===== src/rtl/eq_pkg.sv =====
// Shared types and constants for the pot sequencer: FSM states, pot count,
// and the fixed sequence-index to A2D-channel map.
package eq_pkg;

    typedef enum logic [1:0] {
        GAP   = 2'd0,
        START = 2'd1,
        WAIT  = 2'd2
    } state_t;

    localparam int NUM_POTS = 5;
    localparam int IDX_W    = 3;

    // Index order is LP, B1, B2, HP, VOL; entry is the A2D channel wired to that pot.
    localparam logic [2:0] CH_MAP [NUM_POTS] = '{3'd1, 3'd0, 3'd4, 3'd2, 3'd3};

    function automatic logic [IDX_W-1:0] next_idx(input logic [IDX_W-1:0] idx);
        return (idx == IDX_W'(NUM_POTS - 1)) ? '0 : idx + 3'd1;
    endfunction

endpackage


===== src/rtl/pot_sequencer_if.sv =====
// A2D SPI master start/complete handshake as seen by the pot sequencer.
interface pot_sequencer_if;
    // strt_cnv is a one-cycle request carrying chnnl; chnnl holds until the
    // matching cnv_cmplt pulse (res valid only in that cycle) or an abort.
    // There is no back-pressure: the A2D master is assumed ready for each start.
    logic        strt_cnv;
    logic [2:0]  chnnl;
    logic        cnv_cmplt;
    logic [11:0] res;

    modport master (output strt_cnv, output chnnl, input cnv_cmplt, input res);
    modport slave  (input strt_cnv, input chnnl, output cnv_cmplt, output res);
endinterface


===== src/rtl/pot_sequencer_seq_timer.sv =====
// Loadable counter with a terminal-match flag; counts down by default or up
// when UP is set, so one block serves both the gap and the timeout.
module seq_timer #(
    parameter int             W       = 16,
    parameter bit             UP      = 1'b0,
    parameter logic [W-1:0]   RST_VAL = '0
) (
    input  logic         clk,
    input  logic         rst,
    input  logic         load,
    input  logic [W-1:0] load_val,
    input  logic         en,
    input  logic [W-1:0] term_val,
    output logic         at_term
);
    localparam logic [W-1:0] ONE = W'(1);

    logic [W-1:0] cnt_q, cnt_d;

    always_comb begin
        cnt_d = cnt_q;
        if (load) begin
            cnt_d = load_val;
        end else if (en) begin
            cnt_d = UP ? cnt_q + ONE : cnt_q - ONE;
        end
    end

    always_ff @(posedge clk) begin
        if (rst) begin
            cnt_q <= RST_VAL;
        end else begin
            cnt_q <= cnt_d;
        end
    end

    assign at_term = (cnt_q == term_val);

endmodule


===== src/rtl/pot_sequencer.sv =====
// Round-robins the five slide pots through the A2D master and keeps the
// latest 12-bit reading of each in a register for the band-scale stages.
module pot_sequencer
    import eq_pkg::*;
#(
    parameter logic [15:0] GAP_CYCLES     = 16'd1024,
    parameter logic [15:0] TIMEOUT_CYCLES = 16'd4096,
    parameter bit          INVERT         = 1'b0
) (
    input  logic                   clk,
    input  logic                   rst,
    pot_sequencer_if.master        a2d,
    output logic [11:0]            lp_pot,
    output logic [11:0]            b1_pot,
    output logic [11:0]            b2_pot,
    output logic [11:0]            hp_pot,
    output logic [11:0]            vol_pot,
    output logic                   pots_vld,
    output logic                   cnv_err,
    output state_t                 dbg_state
);

    state_t              state_q, state_d;
    logic [IDX_W-1:0]    idx_q, idx_d;
    logic                strt_q, strt_d;
    logic [2:0]          chnnl_q, chnnl_d;
    logic [11:0]         pots_q [NUM_POTS];
    logic [11:0]         pots_d [NUM_POTS];
    logic [NUM_POTS-1:0] wr_q, wr_d;
    logic                err_q, err_d;

    logic gap_load, gap_tc;
    logic to_load, to_tc;
    logic cnv_done;

    seq_timer #(.W(16), .UP(1'b0), .RST_VAL(GAP_CYCLES)) u_gap_timer (
        .clk      (clk),
        .rst      (rst),
        .load     (gap_load),
        .load_val (GAP_CYCLES),
        .en       (state_q == GAP),
        .term_val (16'd1),
        .at_term  (gap_tc)
    );

    seq_timer #(.W(16), .UP(1'b1), .RST_VAL(16'd0)) u_timeout_timer (
        .clk      (clk),
        .rst      (rst),
        .load     (to_load),
        .load_val (16'd0),
        .en       (state_q == WAIT),
        .term_val (TIMEOUT_CYCLES - 16'd1),
        .at_term  (to_tc)
    );

    always_comb begin
        state_d  = state_q;
        idx_d    = idx_q;
        strt_d   = 1'b0;
        chnnl_d  = chnnl_q;
        pots_d   = pots_q;
        wr_d     = wr_q;
        err_d    = err_q;
        gap_load = 1'b0;
        to_load  = 1'b0;
        cnv_done = 1'b0;

        case (state_q)
            GAP: begin
                if (gap_tc) begin
                    state_d = START;
                    strt_d  = 1'b1;
                end
            end
            START: begin
                to_load = 1'b1;
                state_d = WAIT;
            end
            WAIT: begin
                // A completion in the threshold cycle still counts as a success.
                if (a2d.cnv_cmplt) begin
                    pots_d[idx_q] = INVERT ? ~a2d.res : a2d.res;
                    wr_d[idx_q]   = 1'b1;
                    cnv_done      = 1'b1;
                end else if (to_tc) begin
                    err_d    = 1'b1;
                    cnv_done = 1'b1;
                end
            end
            default: state_d = GAP;
        endcase

        if (cnv_done) begin
            idx_d    = next_idx(idx_q);
            chnnl_d  = CH_MAP[idx_d];
            gap_load = 1'b1;
            state_d  = GAP;
        end
    end

    always_ff @(posedge clk) begin
        if (rst) begin
            state_q <= GAP;
            idx_q   <= '0;
            strt_q  <= 1'b0;
            chnnl_q <= CH_MAP[0];
            pots_q  <= '{default: 12'h000};
            wr_q    <= '0;
            err_q   <= 1'b0;
        end else begin
            state_q <= state_d;
            idx_q   <= idx_d;
            strt_q  <= strt_d;
            chnnl_q <= chnnl_d;
            pots_q  <= pots_d;
            wr_q    <= wr_d;
            err_q   <= err_d;
        end
    end

    assign a2d.strt_cnv = strt_q;
    assign a2d.chnnl    = chnnl_q;
    assign lp_pot       = pots_q[0];
    assign b1_pot       = pots_q[1];
    assign b2_pot       = pots_q[2];
    assign hp_pot       = pots_q[3];
    assign vol_pot      = pots_q[4];
    assign pots_vld     = &wr_q;
    assign cnv_err      = err_q;
    assign dbg_state    = state_q;

endmodule


===== src/flat_wrapper.sv =====
// flat-port wrapper written by rule: the top's interface ports become plain ports
module pot_sequencer_flat import eq_pkg::*;
#(
    parameter logic [15:0] GAP_CYCLES     = 16'd1024,
    parameter logic [15:0] TIMEOUT_CYCLES = 16'd4096,
    parameter bit          INVERT         = 1'b0
)
  (clk, rst, lp_pot, b1_pot, b2_pot, hp_pot, vol_pot, pots_vld, cnv_err, dbg_state, a2d_strt_cnv, a2d_chnnl, a2d_cnv_cmplt, a2d_res);
  pot_sequencer_if a2d_i ();
  input  logic clk;
  input  logic rst;
  output logic [11:0] lp_pot;
  output logic [11:0] b1_pot;
  output logic [11:0] b2_pot;
  output logic [11:0] hp_pot;
  output logic [11:0] vol_pot;
  output logic pots_vld;
  output logic cnv_err;
  output state_t dbg_state;
  output wire logic [$bits(a2d_i.strt_cnv)-1:0] a2d_strt_cnv;
  output wire logic [$bits(a2d_i.chnnl)-1:0] a2d_chnnl;
  input wire logic [$bits(a2d_i.cnv_cmplt)-1:0] a2d_cnv_cmplt;
  input wire logic [$bits(a2d_i.res)-1:0] a2d_res;
  assign a2d_strt_cnv = a2d_i.strt_cnv;
  assign a2d_chnnl = a2d_i.chnnl;
  assign a2d_i.cnv_cmplt = a2d_cnv_cmplt;
  assign a2d_i.res = a2d_res;
  pot_sequencer #(.GAP_CYCLES(GAP_CYCLES), .TIMEOUT_CYCLES(TIMEOUT_CYCLES), .INVERT(INVERT)) u_core (.clk(clk), .rst(rst), .a2d(a2d_i), .lp_pot(lp_pot), .b1_pot(b1_pot), .b2_pot(b2_pot), .hp_pot(hp_pot), .vol_pot(vol_pot), .pots_vld(pots_vld), .cnv_err(cnv_err), .dbg_state(dbg_state));
endmodule

===== config.mk =====
export PLATFORM = sky130hd
export DESIGN_NAME = pot_sequencer_flat
export DESIGN_NICKNAME = d
export VERILOG_FILES = /design/src/rtl/eq_pkg.sv /design/src/rtl/pot_sequencer_if.sv /design/src/rtl/pot_sequencer_seq_timer.sv /design/src/rtl/pot_sequencer.sv /design/src/flat_wrapper.sv
export SDC_FILE = /design/constraint.sdc
export NUM_CORES = 1
export LEC_CHECK = 0
export BUFFER_PORTS_ARGS = -buffer_cell sky130_fd_sc_hd__buf_2
export CORE_UTILIZATION = 55
export CTS_CLUSTER_SIZE = 8
export DETAILED_ROUTE_END_ITERATION = 6
export PLACE_DENSITY = 0.76
export SKIP_LAST_GASP = 1
export SLEW_MARGIN = 10
export SYNTH_ARGS = -nofsm -noshare
export SYNTH_HDL_FRONTEND = slang
export SYNTH_SLANG_ARGS = --single-unit

===== constraint.sdc =====
create_clock -name clk -period 1.8 [get_ports clk]
set_input_delay 0.36 -clock clk [delete_from_list [all_inputs] [get_ports clk]]
set_output_delay 0.36 -clock clk [all_outputs]
set_load 0.05 [all_outputs]

==> impl_results.md <==
* Post-Syn Nets at 497
* Commonest cells in the netlist: 107 x dfxtp_1, 84 x nor2_1, 51 x mux2i_1
* Slowest-stage cell, CP: or4_1
* Drt first pass iters at 5
* Post-DRT Antenna Nets at 0
* Synth top area cells: dfxtp_1 49%, mux2i_1 12%, nor2_1 7.2%, a21oi_1 3.4%, nand2_1 3.2%
* Power density over the cells at 965 nW/um2
* Nets@finish at 585
* Layout cells sized above 1 at 24.1%
* Slew @ Worst Pin at 0.495 ns
* CP endpoint kind: register
* Num CTS Buffers at 9
* Hold crit path type: primary input to register
* Clk_skew at 0.0213 ns
* HPWL Detailed at 6750 um
* Critical Path AT at 1.95 ns
* Slew headroom at 67.0%
* Worst VDD drop at 0.588 mV
* Final core occ at 67.9%
* Ant diodes at 0
* DRC viols at 0
* Vias in the first global route at 3443
* Slew Limit Fails at 0
* Post-synthesis cell type count at 50
* Area Growth Syn to Fin at 19.3%
* Max-cap violations at 0
* Filler Cell Count at 636
* Worst Path Max Fanout at 13
* Initial DRC count at 169
* Port Buffer Count at 82
* Area of the core at 7730 um2
* Syn. warnings at 0
* Pwr Total at 5.06 mW
* Max Fclk at 598 MHz
* Initial Util at 56.9%
* Synthesized flop and latch total at 107
* GPL Wtd Cong at 0.829
* Final Cell Area at 5250 um2
* CTS tree: done
* Placement Rows at 32
* Register area share after synthesis at 48.7%
* CTS sink cnt at 107
* Routed length per instance at 14.2 um
* Most common cell in the netlist: dfxtp_1
* Post-synth EDFFs at 0
* Clk_lat worst skew at 0.38 ns
* CTS H-Tree Depth at 3
* Critical path class: register to register
* Die H at 91.4 um
* GR Overflow Total at 0
* Critical-path cell list: nand3b_1, or4_1, buf_4, mux2i_1, nor2_1
* Reg clk slew, reported paths at 0.12 ns
* Initial antenna violation count at 0
* Crit path time final at 1.67 ns
* CP required at 2.07 ns
* Largest net degree at the start of global routing at 48
* RSZ-0062 raised after global routing: no
* Ys flop type: dfxtp_1
* Tot GR Track Use at 23.6%
* Via count at 3654
* Synth area leader: dfxtp_1
* Routed vias/inst at 5.45
* Fraction of registers with async set/reset at 0%
* Root Driver: clkbuf_8
* Hold WS at 0.242 ns
* Synthesized cell area at 4400 um2
* Outcome: complete, no violations
* IO Pins at 83
* Critical Path Max Stage Delay at 0.47 ns
* Final setup viols at 0
* Cells after Synth at 475
* Post-placement cell area at 4990 um2
* Synth top area share at 48.7%
* Endpoints failing hold at 0
* Leak at 2.56 nW
* Max Buffers Root-to-Sink at 2
* Die extent in x at 91.4 um
* Total Routed Length at 9490 um
* Setup TNS at 0 ns
* Average size of a mapped cell at 9.25 um2
* Setup crit start kind: register
* Die area at 8350 um2
* First-pass GRT wire length at 15900 um
* Fraction of the cycle the final worst path needs at 92.9%
## worst paths after layout
check / startpoint / end / slack, ns / cells after the start
setup / recovery: u_core.dbg_state[0]$_SDFFE_PP0P_ / u_core.b1_pot[9]$_SDFFE_PP0P_ / 0.13 / 5
hold / removal: a2d_res[6] / u_core.lp_pot[6]$_SDFFE_PP0P_ / 0.24 / 3
setup reg to reg: u_core.dbg_state[0]$_SDFFE_PP0P_ / u_core.b1_pot[9]$_SDFFE_PP0P_ / 0.13 / 5
hold reg to reg: u_core.wr_q[4]$_SDFFE_PP0P_ / u_core.wr_q[4]$_SDFFE_PP0P_ / 0.46 / 2
## registers in the layout (all words and copies together), names as in the netlist
register	cells
u_core.b1_pot	12
u_core.lp_pot	12
u_core.a2d.chnnl	3
u_core.cnv_err	1
u_core.a2d.strt_cnv	1
u_core.u_gap_timer.cnt_q	16
u_core.vol_pot	12
u_core.dbg_state	2
u_core.idx_q	3
u_core.hp_pot	12
u_core.u_timeout_timer.cnt_q	16
u_core.wr_q	5
u_core.b2_pot	12
## area by class of cell
cell class | instances | area, um2 | area share [%]
Sequential cell | 107 | 2150 | 41.0
Timing Repair Buffer | 106 | 616 | 11.7
Multi-Input combinational cell | 327 | 2080 | 39.6
Clock buffer | 9 | 124 | 2.36
Inverter | 12 | 45.0 | 0.859
Clock inverter | 7 | 105 | 2.00
Tap cell | 102 | 128 | 2.43
## report_power, final
part	leakage (nW)	switching, mW	internal (mW)	total (mW)
clock network	0.115	0.914	0.701	1.61
logic	1.58	0.457	0.364	0.821
registers	0.866	0.136	2.49	2.63
total	2.56	1.51	3.55	5.06
## repair_timing
action | 4_1_cts | 5_1_grt
buffers inserted | 0 | 1
gates resized for setup | 0 | 5
setup endpoints to repair | 0 | 28
hold buffers | 0 | 0
## critical path, delay by kind of cell (launching register included)
| family | cells | cell delay (ns) |
|---|---|---|
| buf+inv | 1 | 0.24 |
| flops | 1 | 0.35 |
| mux | 1 | 0.21 |
| simple gates | 3 | 0.77 |
## cells by family (layout without fill, tap and decap cells)
| group | after synthesis | after routing | share of synthesized area, % |
|---|---|---|---|
| buf+inv | 41 | 134 | 4.38 |
| flops | 107 | 107 | 48.7 |
| fa+ha+maj | 7 | 7 | 1.99 |
| compound gates | 57 | 57 | 8.03 |
| mux | 52 | 52 | 11.9 |
| simple gates | 192 | 192 | 21.2 |
| xor+xnor | 19 | 19 | 3.79 |
## placed cells by master, fill, tap and decap left out, types with 3 or more instances in the layout
master	count
xor2_1	13
o21ai_0	6
mux2i_1	51
nand2_1	37
nor2b_1	5
clkbuf_8	9
nor4_1	3
buf_4	22
and3_1	4
a21oi_1	30
nor3_1	6
or4_1	6
o31ai_1	3
nand4_1	7
buf_2	82
a211oi_1	5
inv_1	11
nand3_1	11
nor3b_1	3
dfxtp_1	104
or3_1	6
nor2_1	84
xnor2_1	6
ha_1	7
inv_8	3
## per-stage QoR
step,setup WS (ns),std cells
floorplan,0.0146,475
global placement,0.0731,653
detailed placement,-0.00455,653
CTS,0.0556,669
global route,0.0187,670
finish,0.127,670
## layer usage
| metal | global-route usage, % | wire length [um] | up-vias | share of wire [%] |
|---|---|---|---|---|
| li1 | - | - | 1809 | - |
| met1 | 29.6 | 4330 | 1755 | 46 |
| met2 | 39.7 | 4670 | 76 | 49 |
| met3 | 3.52 | 320 | 14 | 3.4 |
| met4 | 11.4 | 165 | 0 | 1.7 |
| met5 | 0 | 0 | - | 0 |
Note: power is estimated with default switching activity, not from simulation.
